[src/rtl/load_store_unit.sv]
// load_store_unit
//
// Data-memory access stage sitting behind the instruction decoder. It accepts
// one load or store per request, runs a single req/ack bus transaction for it,
// places store data on the correct byte lanes and sign- or zero-extends the
// returned load data for writeback. The pipeline is held through stall_out
// while a transaction is outstanding. Misaligned or illegal requests are
// rejected without a bus cycle, and a transaction that never sees an ack is
// aborted after TIMEOUT cycles.
//
// Ports:
//   clk_in, rst_n_in        clock, asynchronous active-low reset
//   lsu_valid_in            execute presents a memory operation
//   mem_wr_req_in           1 = store, 0 = load
//   load_size_in            00 byte, 01 half, 10 word, 11 illegal
//   load_unsigned_in        zero-extend loads (byte/half only)
//   addr_in, store_data_in  byte effective address, store source value
//   lsu_ready_out           high when idle; request accepted on valid & ready
//   stall_out               inverse of lsu_ready_out
//   bus_req_out, bus_we_out, bus_addr_out, bus_wstrb_out, bus_wdata_out
//                           registered bus request side
//   bus_ack_in, bus_rdata_in
//                           slave completion and read data (same cycle)
//   load_data_out           extended load result, held until the next load
//   load_valid_out          one-cycle pulse when load_data_out updates
//   misaligned_out          one-cycle pulse for a rejected request
//   bus_err_out             one-cycle pulse for a timed-out transaction

module load_store_unit #(
  parameter int TIMEOUT = 16
) (
  input  logic        clk_in,
  input  logic        rst_n_in,
  input  logic        lsu_valid_in,
  input  logic        mem_wr_req_in,
  input  logic [1:0]  load_size_in,
  input  logic        load_unsigned_in,
  input  logic [31:0] addr_in,
  input  logic [31:0] store_data_in,
  output logic        lsu_ready_out,
  output logic        stall_out,
  output logic        bus_req_out,
  output logic        bus_we_out,
  output logic [31:0] bus_addr_out,
  output logic [3:0]  bus_wstrb_out,
  output logic [31:0] bus_wdata_out,
  input  logic        bus_ack_in,
  input  logic [31:0] bus_rdata_in,
  output logic [31:0] load_data_out,
  output logic        load_valid_out,
  output logic        misaligned_out,
  output logic        bus_err_out
);

  typedef enum logic {
    IDLE = 1'b0,
    BUS  = 1'b1
  } state_t;

  // The counter reaches TIMEOUT on the edge that ends the last allowed wait
  // cycle, so the abort decision is taken while it still holds TIMEOUT-1.
  localparam logic [7:0] LAST_WAIT = 8'(TIMEOUT - 1);

  state_t      state, next_state;
  logic [7:0]  wait_count;

  logic        cap_we;
  logic [1:0]  cap_size;
  logic        cap_unsigned;
  logic [1:0]  cap_addr_lo;

  logic        accept;
  logic        illegal;
  logic        start;
  logic        complete;
  logic        abort;

  logic [3:0]  wstrb_calc;
  logic [31:0] wdata_calc;
  logic [7:0]  sel_byte;
  logic [15:0] sel_half;
  logic [31:0] load_ext;

  assign lsu_ready_out = (state == IDLE);
  assign stall_out     = ~lsu_ready_out;
  assign accept        = lsu_valid_in & lsu_ready_out;

  // Alignment check on the live request; size 11 is always rejected.
  always_comb begin
    illegal = 1'b0;
    case (load_size_in)
      2'b00:   illegal = 1'b0;
      2'b01:   illegal = addr_in[0];
      2'b10:   illegal = (addr_in[1:0] != 2'b00);
      default: illegal = 1'b1;
    endcase
  end

  // Store lane mapping: data is replicated across lanes so the strobe alone
  // selects which bytes the slave writes.
  always_comb begin
    wstrb_calc = 4'b0000;
    wdata_calc = store_data_in;
    case (load_size_in)
      2'b00: begin
        wstrb_calc = 4'b0001 << addr_in[1:0];
        wdata_calc = {4{store_data_in[7:0]}};
      end
      2'b01: begin
        wstrb_calc = addr_in[1] ? 4'b1100 : 4'b0011;
        wdata_calc = {2{store_data_in[15:0]}};
      end
      default: begin
        wstrb_calc = 4'b1111;
        wdata_calc = store_data_in;
      end
    endcase
  end

  // Load lane extraction uses the address bits and controls captured at
  // acceptance, never the live inputs.
  always_comb begin
    sel_byte = 8'h00;
    sel_half = cap_addr_lo[1] ? bus_rdata_in[31:16] : bus_rdata_in[15:0];
    case (cap_addr_lo)
      2'b00:   sel_byte = bus_rdata_in[7:0];
      2'b01:   sel_byte = bus_rdata_in[15:8];
      2'b10:   sel_byte = bus_rdata_in[23:16];
      default: sel_byte = bus_rdata_in[31:24];
    endcase
    case (cap_size)
      2'b00:   load_ext = {{24{sel_byte[7] & ~cap_unsigned}}, sel_byte};
      2'b01:   load_ext = {{16{sel_half[15] & ~cap_unsigned}}, sel_half};
      default: load_ext = bus_rdata_in;
    endcase
  end

  // State register.
  always_ff @(posedge clk_in or negedge rst_n_in) begin
    if (!rst_n_in) begin
      state <= IDLE;
    end else begin
      state <= next_state;
    end
  end

  // Next-state logic; an ack always wins over a timeout in the same cycle.
  always_comb begin
    next_state = state;
    start      = 1'b0;
    complete   = 1'b0;
    abort      = 1'b0;
    case (state)
      IDLE: begin
        if (accept && !illegal) begin
          start      = 1'b1;
          next_state = BUS;
        end
      end
      BUS: begin
        if (bus_ack_in) begin
          complete   = 1'b1;
          next_state = IDLE;
        end else if (wait_count == LAST_WAIT) begin
          abort      = 1'b1;
          next_state = IDLE;
        end
      end
      default: next_state = IDLE;
    endcase
  end

  // Bus outputs, captured request controls, wait counter and result pulses.
  always_ff @(posedge clk_in or negedge rst_n_in) begin
    if (!rst_n_in) begin
      bus_req_out    <= 1'b0;
      bus_we_out     <= 1'b0;
      bus_addr_out   <= 32'h0;
      bus_wstrb_out  <= 4'b0000;
      bus_wdata_out  <= 32'h0;
      load_data_out  <= 32'h0;
      load_valid_out <= 1'b0;
      misaligned_out <= 1'b0;
      bus_err_out    <= 1'b0;
      wait_count     <= 8'h00;
      cap_we         <= 1'b0;
      cap_size       <= 2'b00;
      cap_unsigned   <= 1'b0;
      cap_addr_lo    <= 2'b00;
    end else begin
      load_valid_out <= 1'b0;
      misaligned_out <= 1'b0;
      bus_err_out    <= 1'b0;

      if (accept && illegal) begin
        misaligned_out <= 1'b1;
      end

      if (start) begin
        bus_req_out   <= 1'b1;
        bus_we_out    <= mem_wr_req_in;
        bus_addr_out  <= {addr_in[31:2], 2'b00};
        bus_wstrb_out <= mem_wr_req_in ? wstrb_calc : 4'b0000;
        bus_wdata_out <= wdata_calc;
        wait_count    <= 8'h00;
        cap_we        <= mem_wr_req_in;
        cap_size      <= load_size_in;
        cap_unsigned  <= load_unsigned_in;
        cap_addr_lo   <= addr_in[1:0];
      end

      if (complete) begin
        bus_req_out   <= 1'b0;
        bus_we_out    <= 1'b0;
        bus_wstrb_out <= 4'b0000;
        if (!cap_we) begin
          load_data_out  <= load_ext;
          load_valid_out <= 1'b1;
        end
      end else if (abort) begin
        bus_req_out   <= 1'b0;
        bus_we_out    <= 1'b0;
        bus_wstrb_out <= 4'b0000;
        bus_err_out   <= 1'b1;
      end else if (state == BUS) begin
        wait_count <= wait_count + 8'h01;
      end
    end
  end

endmodule
[config.mk]
export PLATFORM = sky130hd
export DESIGN_NAME = load_store_unit
export DESIGN_NICKNAME = d
export VERILOG_FILES = /design/src/rtl/load_store_unit.sv
export SDC_FILE = /design/constraint.sdc
export NUM_CORES = 1
export LEC_CHECK = 0
export BUFFER_PORTS_ARGS = -buffer_cell sky130_fd_sc_hd__buf_2
export CORE_UTILIZATION = 49
export CTS_BUF_LIST = sky130_fd_sc_hd__clkbuf_4 sky130_fd_sc_hd__clkbuf_8 sky130_fd_sc_hd__clkbuf_16
export CTS_CLUSTER_DIAMETER = 40
export DETAILED_ROUTE_END_ITERATION = 16
export GPL_TIMING_DRIVEN = 0
export PLACE_DENSITY_LB_ADDON = 0.1
export SYNTH_ARGS = -nofsm -noshare
export SYNTH_HDL_FRONTEND = slang
export SYNTH_SLANG_ARGS = --single-unit
[constraint.sdc]
create_clock -name clk_in -period 1.95 [get_ports clk_in]
set_clock_uncertainty 0.1 [all_clocks]
set_input_delay 0.0975 -clock clk_in [delete_from_list [all_inputs] [get_ports clk_in]]
set_output_delay 0.0975 -clock clk_in [all_outputs]
set_load 0.1 [all_outputs]
Yosys cells after proc, flatten, opt, wreduce, memory -nomap -nowiden:

Index checks and enable logic that the tools add are counted.
Widths: inputs -> output; s select.

* $add $sub $neg: 1
* equal/unequal tests: 6
* shift operators: 1
* multiplexer cells: 36
* bitwise operators: 6
* reduce and logical (&&, ||, !) cells: 9

Operators with widths (number)
* $pmux 32 s2: 2
* $mux 8: 4
* $pmux 8 s3: 1
* $mux 1: 20
* $mux 4: 5
* $mux 16: 1
* $add 8x1->8 const B: 1
* $eq 8x4->1 const B: 1
* $pmux 4 s2: 1
* $eq 2x1->1 const B: 3
* $logic_not 2->1: 3
* $eq 2x2->1 const B: 2
* $shl 1x2->4 const A: 1
* $and 1x1->1: 3
* $not 1->1: 3
* $pmux 1 s3: 1
* $reduce_bool 3->1: 1
* $logic_and 1x1->1: 2
* $pmux 1 s2: 1
* $reduce_and 2->1: 1
* $reduce_bool 2->1: 1
* $logic_not 1->1: 1

* flip-flop bits (word level): 118
* input bits: 104
* output and inout bits: 107
* word-level logic and storage cells: 74

Depth between registers and ports, before layout:

* word-level depth: 10
* mapped depth: 7
* depth with buffers taken out: 5

Least setup slack after synthesis:

Ideal clock, no wire load.

* path kind: register -> register
* start: register state, in the netlist stall_out
* end: register load_data_out[22]
* setup time: 70 ps
* arrival: 2054 ps
* data required time: 1780 ps
* path slack: -274 ps
* stages on the path, launching flop included: 6
* path buffers: 1
* clock period less this slack: 2224 ps
* cell sequence: dfrtp_1 -> nand3b_1 -> a2111oi_2 -> o21ai_2 -> buf_2 -> nand3_1

* word-level cells in the longest chain between the ends: 2

RTL lines
* start, declared: RTL line 64 `state_t state, next_state;`
* start signal, assigned: RTL line 143 `state <= next_state;`
* $mux 1: RTL line 153 `case (state)`
* $reduce_and 2->1 (no line)
* end signal, assigned: RTL line 217 `load_data_out <= load_ext;`
* end, declared: RTL line 49 `output logic [31:0] load_data_out,`

Every way passes these cells.
A chain may end at the register's enable or synchronous reset.

Final worst setup path:

* start: input load_size_in[0]
* end: register bus_wdata_out[30]

* word-level cells in the longest chain between the ends: 6
* elaborated cells between the ends (all ways): 9
* classes of those cells: 2 x eq/ne; 4 x mux; 3 x reduce/logical

RTL lines
* start, declared: RTL line 36 `input logic [1:0] load_size_in,`
* $eq 2x2->1, or another cell as far along: RTL line 91 `case (load_size_in)`
* $pmux 1 s3: RTL line 91
* $logic_not 1->1: RTL line 155 `if (accept && !illegal) begin`
* $logic_and 1x1->1: RTL line 155
* $mux 1: RTL line 155
* $mux 1: RTL line 153
* end signal, assigned: RTL line 204 `bus_wdata_out <= wdata_calc;`
* end, declared: RTL line 46 `output logic [31:0] bus_wdata_out,`

Parallel ways exist; a longest one is shown, timed or not.

==> run_results.csv <==
group,metric,value,unit
critical_path,crit_end,"bus_wdata_out[30]",
cts,clk_latency,0.52,ns
detailed_routing,first_iter_violations,401,
timing,rsz0062_at_grt,"yes",
timing,report.final.slew_viol_count,0,
critical_path,worst-r2r-cell-count,7,
synthesis,synthTopCellsByCount,"189 x nand2_1, 118 x dfrtp_1, 36 x nand3_1",
cts,cts.clk_slew.worst_paths,0.06,ns
placed_design,portBuffers,207,
power_and_ir_drop,powerDensity,1670,nW/um^2
synthesis,synth_seq_cells,118,
finish,synthToLayoutAreaGrowth,55.1,%
placed_design,place_hpwl,11400,um
finish,final_util,78.0,%
synthesis,ys_top_cells_by_area,"dfrtp_1 54%, nand2_1 13%, mux2i_1 6.0%",
critical_path,reg2reg_to,"load_data_out[6]",
die,fp.dieH,108,um
detailed_routing,drt-pass1-iter-count,5,
critical_path,crit_path_end_kind,"register",
power_and_ir_drop,vdd_drop_max,1.97,mV
synthesis,netlist_area,5480,sq um
die,core,10900,sq um
timing,slew_headroom,52.8,%
cts,clkSinkCount,118,
grt,antenna_found_initial,1,
synthesis,synth_top_area_share,53.9,%
die,num_io_pins,211,
critical_path,rrSetupSlack,0.09,ns
placed_design,dp_cells,943,
die,die_area,11600,sq um
grt,grt-ovfl-total,0,
die,rows,38,
cts,cts_tree,"yes",
run_status,outcome,"completed",
finish,finalNetCount,1042,
detailed_routing,via_per_inst,5.37,
timing,tightest_slew,0.709,ns
critical_path,worstPathRequired,2.22,ns
timing,hold_viol,0,
power_and_ir_drop,finalPower,14.2,mW
detailed_routing,postRouteAntennaNets,0,
finish,multi_input_area,2310,sq um
grt,grt_max_degree,62,
timing,max_freq,528,MHz
synthesis,yosysSeqAreaShare,53.9,%
die,die_w,108,um
job,drv_cap,0,
detailed_routing,routed_wl,18700,um
die,start_util,50.3,%
synthesis,netlist.top_cell.by_area,"dfrtp_1",
synthesis,synth_edf_count,0,
critical_path,arrival,2.16,ns
synthesis,yosysUniqueCellTypes,50,
finish,fill_cells,749,
critical_path,critPathMaxFanout,10,
cts,htreeDepth,4,
critical_path,reg2reg_from,"cap_size[0]",
hold_path,hold_path.class,"primary input to async pin",
critical_path,crit_type,"primary input to register",
finish,fin_cells,1093,
detailed_routing,route.detailed.drc,0,
critical_path,crit_start,"load_size_in[0]",
synthesis,synth.avg_cell_area,9.22,sq um
power_and_ir_drop,cellLeakagePower,4.36,nW
cts,cts_root_buf,"clkbuf_8",
detailed_routing,dr_total_vias,5870,
grt,grt_use_total,33.0,%
synthesis,syn_inst,594,
grt,grt_pass1_vias,5919,
timing,setup-violations-final,0,
detailed_routing,wl_per_cell,17.1,um
finish,register_area,2950,sq um
synthesis,ys_async_sr_fraction,100,%
synthesis,synth_warnings,0,
synthesis,ys.flop_type,"dfrtp_1",
timing,period_share,97.1,%
finish,drive_gt1_share,29.6,%
grt,grt_pass1_wl,28900,um
timing,fin_crit,1.89,ns
cts,clk_path_buf_depth,2,
placed_design,gp_congestion,0.904,
cts,cts_made_buffers,17,
critical_path,critPathLaunchType,"primary input",
synthesis,synth.most_common_cell,"nand2_1",
==> flip-flops by register name, summed over array words and instances (netlist names), 2 cells and up <==
signal and count:
load_data_out 32, bus_addr_out 30, cap_addr_lo 2, bus_wdata_out 32, cap_size 2, bus_wstrb_out 4, wait_count 8
==> repair_timing <==
item                                    CTS  global route
endpoints found under the hold margin   224             0
resized for setup                         0            11
buffers inserted                          0             4
endpoints found under the setup margin    0            47
hold buffers                            111             0
==> cell type report <==
cell class              instances  share of cell area [%]
flip-flops and latches        118                    34.8
multi-input cells             428                    27.2
well taps                     140                    2.06
inverters                       6                   0.265
diodes                          3                  0.0884
repair buffers                323                    26.0
clock inverters                14                    2.05
plain buffers                  43                    2.52
clock buffers                  18                    5.04
==> stage by stage <==
step	TNS [ns]	setup WS (ns)	cell area, sq um	hold WS [ns]
after detailed placement	0	0.0769	6730	0.00164
final	0	0.0566	8490	0.0139
after CTS	0	0.0143	8440	0.0222
after floorplan	0	0.0857	5480	-0.298
after global placement	-84.20	-0.932	6690	0.187
after global routing	-0.0547	-0.0220	8490	0.0734
==> placed cells by master (no fill, tap or decap), types with 9 or more instances in the layout <==
| master | count |
|---|---|
| a21oi_1 | 26 |
| clkbuf_16 | 16 |
| dlygate4sd3_1 | 111 |
| o31ai_1 | 10 |
| o21ai_0 | 29 |
| a22oi_1 | 9 |
| dfrtp_1 | 117 |
| buf_2 | 221 |
| nand3_1 | 36 |
| nand2_1 | 189 |
| nor2_1 | 24 |
| mux2i_1 | 31 |
| clkbuf_1 | 17 |
==> routing by layer <==
layer | track usage [%] | vias up | part of all wire [%]
met5 | 0 | - | 0
met4 | 17.9 | 0 | 3.1
met3 | 5.93 | 48 | 6.9
met2 | 55.0 | 289 | 50
met1 | 40.6 | 2817 | 40
li1 | - | 2716 | -
==> report_power, final <==
part | internal [mW] | leakage [nW] | switching [mW] | total [mW]
clock network | 1.99 | 0.285 | 1.18 | 3.17
logic | 1.25 | 2.60 | 6.24 | 7.50
registers | 3.15 | 1.48 | 0.396 | 3.54
==> worst min path at each step <==
| stage | startpoint | endpoint | slack [ns] | depth (start not counted) |
|---|---|---|---|---|
| after detailed placement | rst_n_in | load_data_out[27] | 0.002 | 1 |
| after global routing | rst_n_in | load_data_out[27] | 0.07 | 2 |
| after CTS | rst_n_in | load_data_out[27] | 0.02 | 2 |
| after floorplan | rst_n_in | bus_addr_out[10] | -0.30 | 0 |
| after global placement | addr_in[27] | bus_addr_out[27] | 0.19 | 3 |
| final | rst_n_in | load_data_out[27] | 0.01 | 2 |
==> critical path, stage by stage <==
cell and delay [ns]:
dlygate4sd3_1 0.52, buf_2 0.17, buf_4 0.25, mux2i_1 0.21, nor2_1 0.07, a21oi_1 0.15
dlygate4sd3_1 0.58, o21ai_0 0.09
==> cell families (layout without fill, tap and decap cells) <==
logic type | count (synthesis) | count (layout) | share of synthesized area, %
adders and majority gates | 1 | 1 | 0.228
xor gates and xnor gates | 2 | 2 | 0.320
DFF | 118 | 118 | 53.9
other | 1 | 5 | 0.0685
buffers and inverters | 49 | 404 | 4.16
muxes | 35 | 35 | 6.65
AOI/OAI and AO/OA | 109 | 109 | 13.3
and+or+nand+nor | 279 | 279 | 21.4
(Power assumes the default switching activity.)
